===== config.mk =====
export PLATFORM = sky130hd
export DESIGN_NAME = mem_arbiter
export DESIGN_NICKNAME = d
export VERILOG_FILES = /design/src/rtl/mem_arbiter.sv
export SDC_FILE = /design/constraint.sdc
export NUM_CORES = 1
export LEC_CHECK = 0
export ABC_AREA = 0
export BUFFER_PORTS_ARGS = -buffer_cell sky130_fd_sc_hd__buf_2
export CORE_AREA = 2 2 87 98
export CTS_BUF_LIST = sky130_fd_sc_hd__clkbuf_4
export CTS_CLUSTER_DIAMETER = 30
export CTS_CLUSTER_SIZE = 8
export DETAILED_ROUTE_END_ITERATION = 10
export DIE_AREA = 0 0 89 100
export PLACE_DENSITY = 0.78
export RECOVER_POWER = 100
export SYNTH_ARGS = -nofsm -noshare
export SYNTH_HDL_FRONTEND = slang
export SYNTH_SLANG_ARGS = --single-unit

===== constraint.sdc =====
create_clock -name clk -period 1.1 [get_ports clk]
set_input_delay 0.22 -clock clk [delete_from_list [all_inputs] [get_ports clk]]
set_output_delay 0.22 -clock clk [all_outputs]
set_load 0.05 [all_outputs]

===== src/rtl/mem_arbiter.sv =====
// Two-port (instruction fetch / data) arbiter in front of a single-ported RAM with 1-cycle read latency.
// Tie policy: fixed data priority by default; define MEM_ARB_RR_EN for round-robin ties.
module mem_arbiter #(
  parameter int WIDTH      = 32,
  parameter int ADDR_WIDTH = 10
) (
  input  logic                  clk,
  input  logic                  rst,
  input  logic                  if_req,
  input  logic [ADDR_WIDTH-1:0] if_addr,
  output logic                  if_gnt,
  output logic                  if_rvalid,
  output logic [WIDTH-1:0]      if_rdata,
  input  logic                  d_req,
  input  logic                  d_we,
  input  logic [ADDR_WIDTH-1:0] d_addr,
  input  logic [WIDTH-1:0]      d_wdata,
  output logic                  d_gnt,
  output logic                  d_rvalid,
  output logic [WIDTH-1:0]      d_rdata,
  output logic [ADDR_WIDTH-1:0] mem_addr,
  output logic [WIDTH-1:0]      mem_wdata,
  output logic                  mem_wren,
  input  logic [WIDTH-1:0]      mem_rdata
);

  typedef enum logic [1:0] {IDLE, ACCESS, RESP} state_t;

  state_t                r_state;
  state_t                w_next;
  logic                  r_owner_d;
  logic [ADDR_WIDTH-1:0] r_addr;
  logic                  r_we;
  logic [WIDTH-1:0]      r_wdata;

  logic w_arb;
  logic w_any;
  logic w_pick_d;

  assign w_arb = (r_state == IDLE) || (r_state == RESP);
  assign w_any = if_req || d_req;

`ifdef MEM_ARB_RR_EN
  logic r_last_d;

  // On a tie the port that did not win the previous decision goes first.
  assign w_pick_d = d_req && (!if_req || !r_last_d);

  always_ff @(posedge clk) begin
    if (rst) begin
      r_last_d <= 1'b0;
    end else if (w_arb && w_any) begin
      r_last_d <= w_pick_d;
    end
  end
`else
  assign w_pick_d = d_req;
`endif

  // Operands are captured at the grant decision so a requester may drop req during ACCESS.
  always_ff @(posedge clk) begin
    if (rst) begin
      r_owner_d <= 1'b0;
      r_addr    <= '0;
      r_we      <= 1'b0;
      r_wdata   <= '0;
    end else if (w_arb && w_any) begin
      r_owner_d <= w_pick_d;
      r_addr    <= w_pick_d ? d_addr : if_addr;
      r_we      <= w_pick_d && d_we;
      r_wdata   <= w_pick_d ? d_wdata : '0;
    end
  end

  // NOTE: sequential state uses non-blocking (<=) so every register samples pre-edge values.
  always_ff @(posedge clk) begin
    if (rst) r_state <= IDLE;
    else     r_state <= w_next;
  end

  // NOTE: each always_comb assigns defaults first so no path leaves a latch behind.
  always_comb begin
    w_next = IDLE;
    case (r_state)
      IDLE:    w_next = w_any ? ACCESS : IDLE;
      ACCESS:  w_next = RESP;
      RESP:    w_next = w_any ? ACCESS : IDLE;
      default: w_next = IDLE;
    endcase
  end

  always_comb begin
    if_gnt    = 1'b0;
    d_gnt     = 1'b0;
    if_rvalid = 1'b0;
    d_rvalid  = 1'b0;
    mem_wren  = 1'b0;
    case (r_state)
      ACCESS: begin
        if_gnt   = !r_owner_d;
        d_gnt    = r_owner_d;
        mem_wren = r_we;
      end
      RESP: begin
        if_rvalid = !r_owner_d;
        d_rvalid  = r_owner_d;
      end
      default: ;
    endcase
  end

  assign mem_addr  = r_addr;
  assign mem_wdata = r_wdata;
  assign if_rdata  = mem_rdata;
  assign d_rdata   = mem_rdata;

endmodule


* After elaboration in Yosys (flattened, before gate mapping)
Index checks and enable logic that the tools add are counted.
Operators by class: eq/ne operators 2, mux-type cells 9, reduce and logical (&&, ||, !) cells 7
Operators with widths (number):
- 2-to-1 mux 32 bit | 1
- 2-to-1 mux 10 bit | 1
- 2-to-1 mux 1 bit | 6
- case mux 2 bit (2 select lines) | 1
- equality test 2 x 1 -> 1 bit (second input constant) | 1
- equality test 2 bit (second input constant) | 1
- logical AND 1 bit | 2
- zero test 2 bit | 1
- logical OR 1 bit | 2
- OR reduction 2 bit | 1
- zero test 1 bit | 1
Storage, ports and cells: register bits 46, input port bits 89, output and inout port bits 111, word-level logic and storage cells 23

* Depth between registers and ports, before layout
depth in word-level cells 3, mapped depth 6, gate-level depth less buffers 3

* Worst setup path after synthesis
OpenSTA, ideal clock, no wires.
path kind register -> output, start register r_owner_d, end output port d_rvalid, arrival time 1.562 ns, data required time 0.880 ns, path slack -0.682 ns, cell stages (with the launch flop) 3, path buffers 0, cells stage by stage dfxtp_1 inv_1 nor3b_1
On the way: cells in the longest elaborated chain, start to end 1
Ends and longest elaborated chain:
- start, declared | line 31 | logic r_owner_d;
- start signal, assigned | line 68 | r_owner_d <= w_pick_d;
- 2-to-1 mux 1 bit | line 98 | case (r_state)
- end, declared | line 19 | output logic d_rvalid,
Every way passes these cells.

* Worst setup path in the final report
start register r_state[1], end output port d_gnt
On the way: cells in the longest elaborated chain, start to end 2
Ends and longest elaborated chain:
- start, declared | line 29 | state_t r_state;
- start signal, assigned | line 78 | else r_state <= w_next;
- equality test 2 x 1 -> 1 bit | line 98
- 2-to-1 mux 1 bit | line 98
- end, declared | line 18 | output logic d_gnt,
Every way passes these cells.

==> out/metrics.yaml <==
finalSetupViolCount: 61
initial_utilization_pct: 28.9
worst_slack_ns: -0.404
clock_sink_count: 46
synth_edf_count: 0
status: "complete, but fails checks"
peakVddDrop_uv: 631
maxSlewHeadroom_pct: 74.8
cts.reportedPaths.clkPinSlew_ns: 0.15
slew_violations: 0
hp-class: "primary input to register"
vias: 2081
core_um2: 8060
die_x_um: 89
grt_pass1_wl_um: 10200
io_buffers: 103
fmax_mhz: 665
path_max_fanout: 4
critPathSlowestCell: "dfxtp_1"
tns_ns: -7.73
routed_wl_um: 7880
row_count: 35
syn_area_um2: 2330
cts_made_buffers: 5
worst_setup_path_end_kind: "primary output"
power_mw: 4.54
cts_tree: "built"
synthDistinctLibCells: 16
grt_max_degree: 47
hold_violations: 0
cellPowerDensity_nw_per_um2: 1170
overflow: 0
ys_seq_elements: 46
drc: 0
cts_root_buf: "clkbuf_4"
fin_crit_ns: 1.50
crit_path_cell_trace: "nand2b_2 > nor2_4 > buf_8"
dp_slack_ns: -0.0487
routed_via_density: 4.70
synthToLayoutAreaGrowth_pct: 66.0
insertedDiodeCount: 0
max-cap-violations: 0
arrival_ns: 1.28
crit_family: "simple AND/OR/NAND/NOR gates"
netlist_top_cells_area: "dfxtp_1 40%, buf_4 21%, a21oi_1 7.1%, nand3_1 7.1%, a211oi_2 5.4%"
r2r_start: "r_state[0]"
post_drt_wl_per_cell_um: 17.8
synth_top_area_share_pct: 39.6
syn-instance-count: 272
synthArstFlopShare_pct: 0
seq_area_frac_synth_pct: 39.6
cp-startpoint: "r_state[1]"
die_h_um: 100
die_area_um2: 8900
cts_max_path_buffers: 2
place_hpwl_um: 4600
synth_common_cells: "66 x buf_4, 46 x dfxtp_1, 33 x a21oi_1, 33 x nand2_1, 33 x nand3_1"
worst_pin_slew_ns: 0.379
antenna_found_initial: 0
clkLatencyLatePin_ns: 0.36
postCtsHoldBufs: 0
violations: "setup timing"
grt_pass1_vias: 1946
h-tree-depth: 2
min_period_over_period_pct: 137
avgSynthCellArea_um2: 8.56
path_class: "register to primary output"
pin_count: 200
track_usage_pct: 15.1
gp_congestion: 0.707
critPathBufInv: 1
cp_data_required_time_ns: 0.88
rsz0062_at_grt: "yes"
syn-num-nets: 361
yosysMostFrequentCell: "buf_4"
p_leak_nw: 1.52
initialDrtViolationCount: 57
nets: 420
clock_skew_ns: 0.0169
startpoint_type: "register"
hold_start: "d_wdata[16]"
synth.largest_area_cell: "dfxtp_1"
drive_above_1_share_pct: 83.1
synthFlopType: "dfxtp_1"
nFillCells: 735
yosys_warnings: 0
ant_nets: 0
slowest_delay_ns: 0.35
dr.pass1.iters: 4
hold_ws_ns: 0.0829
## where the power goes
part | internal, mW | switching [mW] | total, mW
clock network | 0.505 | 0.563 | 1.07
logic | 0.715 | 0.874 | 1.59
registers | 1.78 | 0.0943 | 1.88
total | 3.00 | 1.53 | 4.54
## layout make-up
class | instances | area, µm² | area share [%]
inverters | 2 | 7.51 | 0.194
repair buffers | 135 | 1370 | 35.3
clock inverters | 2 | 37.5 | 0.972
well taps | 111 | 139 | 3.59
flip-flops and latches | 46 | 986 | 25.5
clock buffers | 6 | 45.0 | 1.17
multi-input cells | 141 | 1280 | 33.2
## metal layers
layer	vias up	wire (µm)	track usage, %
met5	-	0	0
met4	0	242	6.66
met3	29	812	6.74
met2	108	4000	24.1
met1	988	2820	17.3
li1	956	-	-
## sequential cells by signal, indices dropped and copies added, names as in the netlist
name,flops
mem_wdata,32
mem_addr,10
r_state,2
r_owner_d,1
r_we,1
## final timing paths
| path | to | slack [ns] | depth (start not counted) |
|---|---|---|---|
| hold reg to reg | mem_wdata[8] | 0.49 | 2 |
| setup reg to reg | mem_wdata[31] | -0.23 | 5 |
| hold / removal | mem_wdata[16] | 0.08 | 3 |
| setup / recovery | d_gnt | -0.40 | 3 |
## timing repair
| action | in CTS | in global routing |
|---|---|---|
| buffers inserted | 5 | 8 |
| gates cloned | 3 | 3 |
| endpoints found under the setup margin | 67 | 91 |
| pin swaps | 1 | 66 |
| gates resized for setup | 155 | 120 |
## through the flow
| step | area, µm² | utilization (%) | cells |
|---|---|---|---|
| after floorplan | 2370 | - | 272 |
| after global placement | 2580 | 32.0 | 417 |
| after detailed placement | 2580 | 32.0 | 417 |
| after CTS | 3210 | 39.9 | 433 |
| after global routing | 3860 | 48.0 | 443 |
| final | 3860 | 48.0 | 443 |
## worst min-delay path, delay by kind of cell
kind,cells,cell delay [ns]
AOI/OAI and AO/OA,1,0.04
buffers and inverters,1,0.10
and+or+nand+nor,1,0.06
## layout by cell type, fill, tap and decap left out, types with 3 or more instances in the layout
cell       instances
buf_2             56
dfxtp_2           40
nand2_1           33
buf_8             32
a21oi_2           31
buf_6             19
nand3_4           17
nand3_2           16
buf_4             16
mux2i_1           11
a211oi_2          10
nor2_4             7
nor2_1             7
buf_12             7
clkbuf_4           6
dfxtp_4            4
clkbuf_16          3
## logic make-up (layout without fill, tap and decap cells)
logic type | count (synthesis) | in the layout | share of synthesized area [%]
simple gates | 85 | 85 | 15.9
buf+inv | 85 | 145 | 26.4
flops | 46 | 46 | 39.6
compound gates | 45 | 45 | 13.4
mux | 11 | 11 | 4.73
Power figures use the tool's default switching activity.
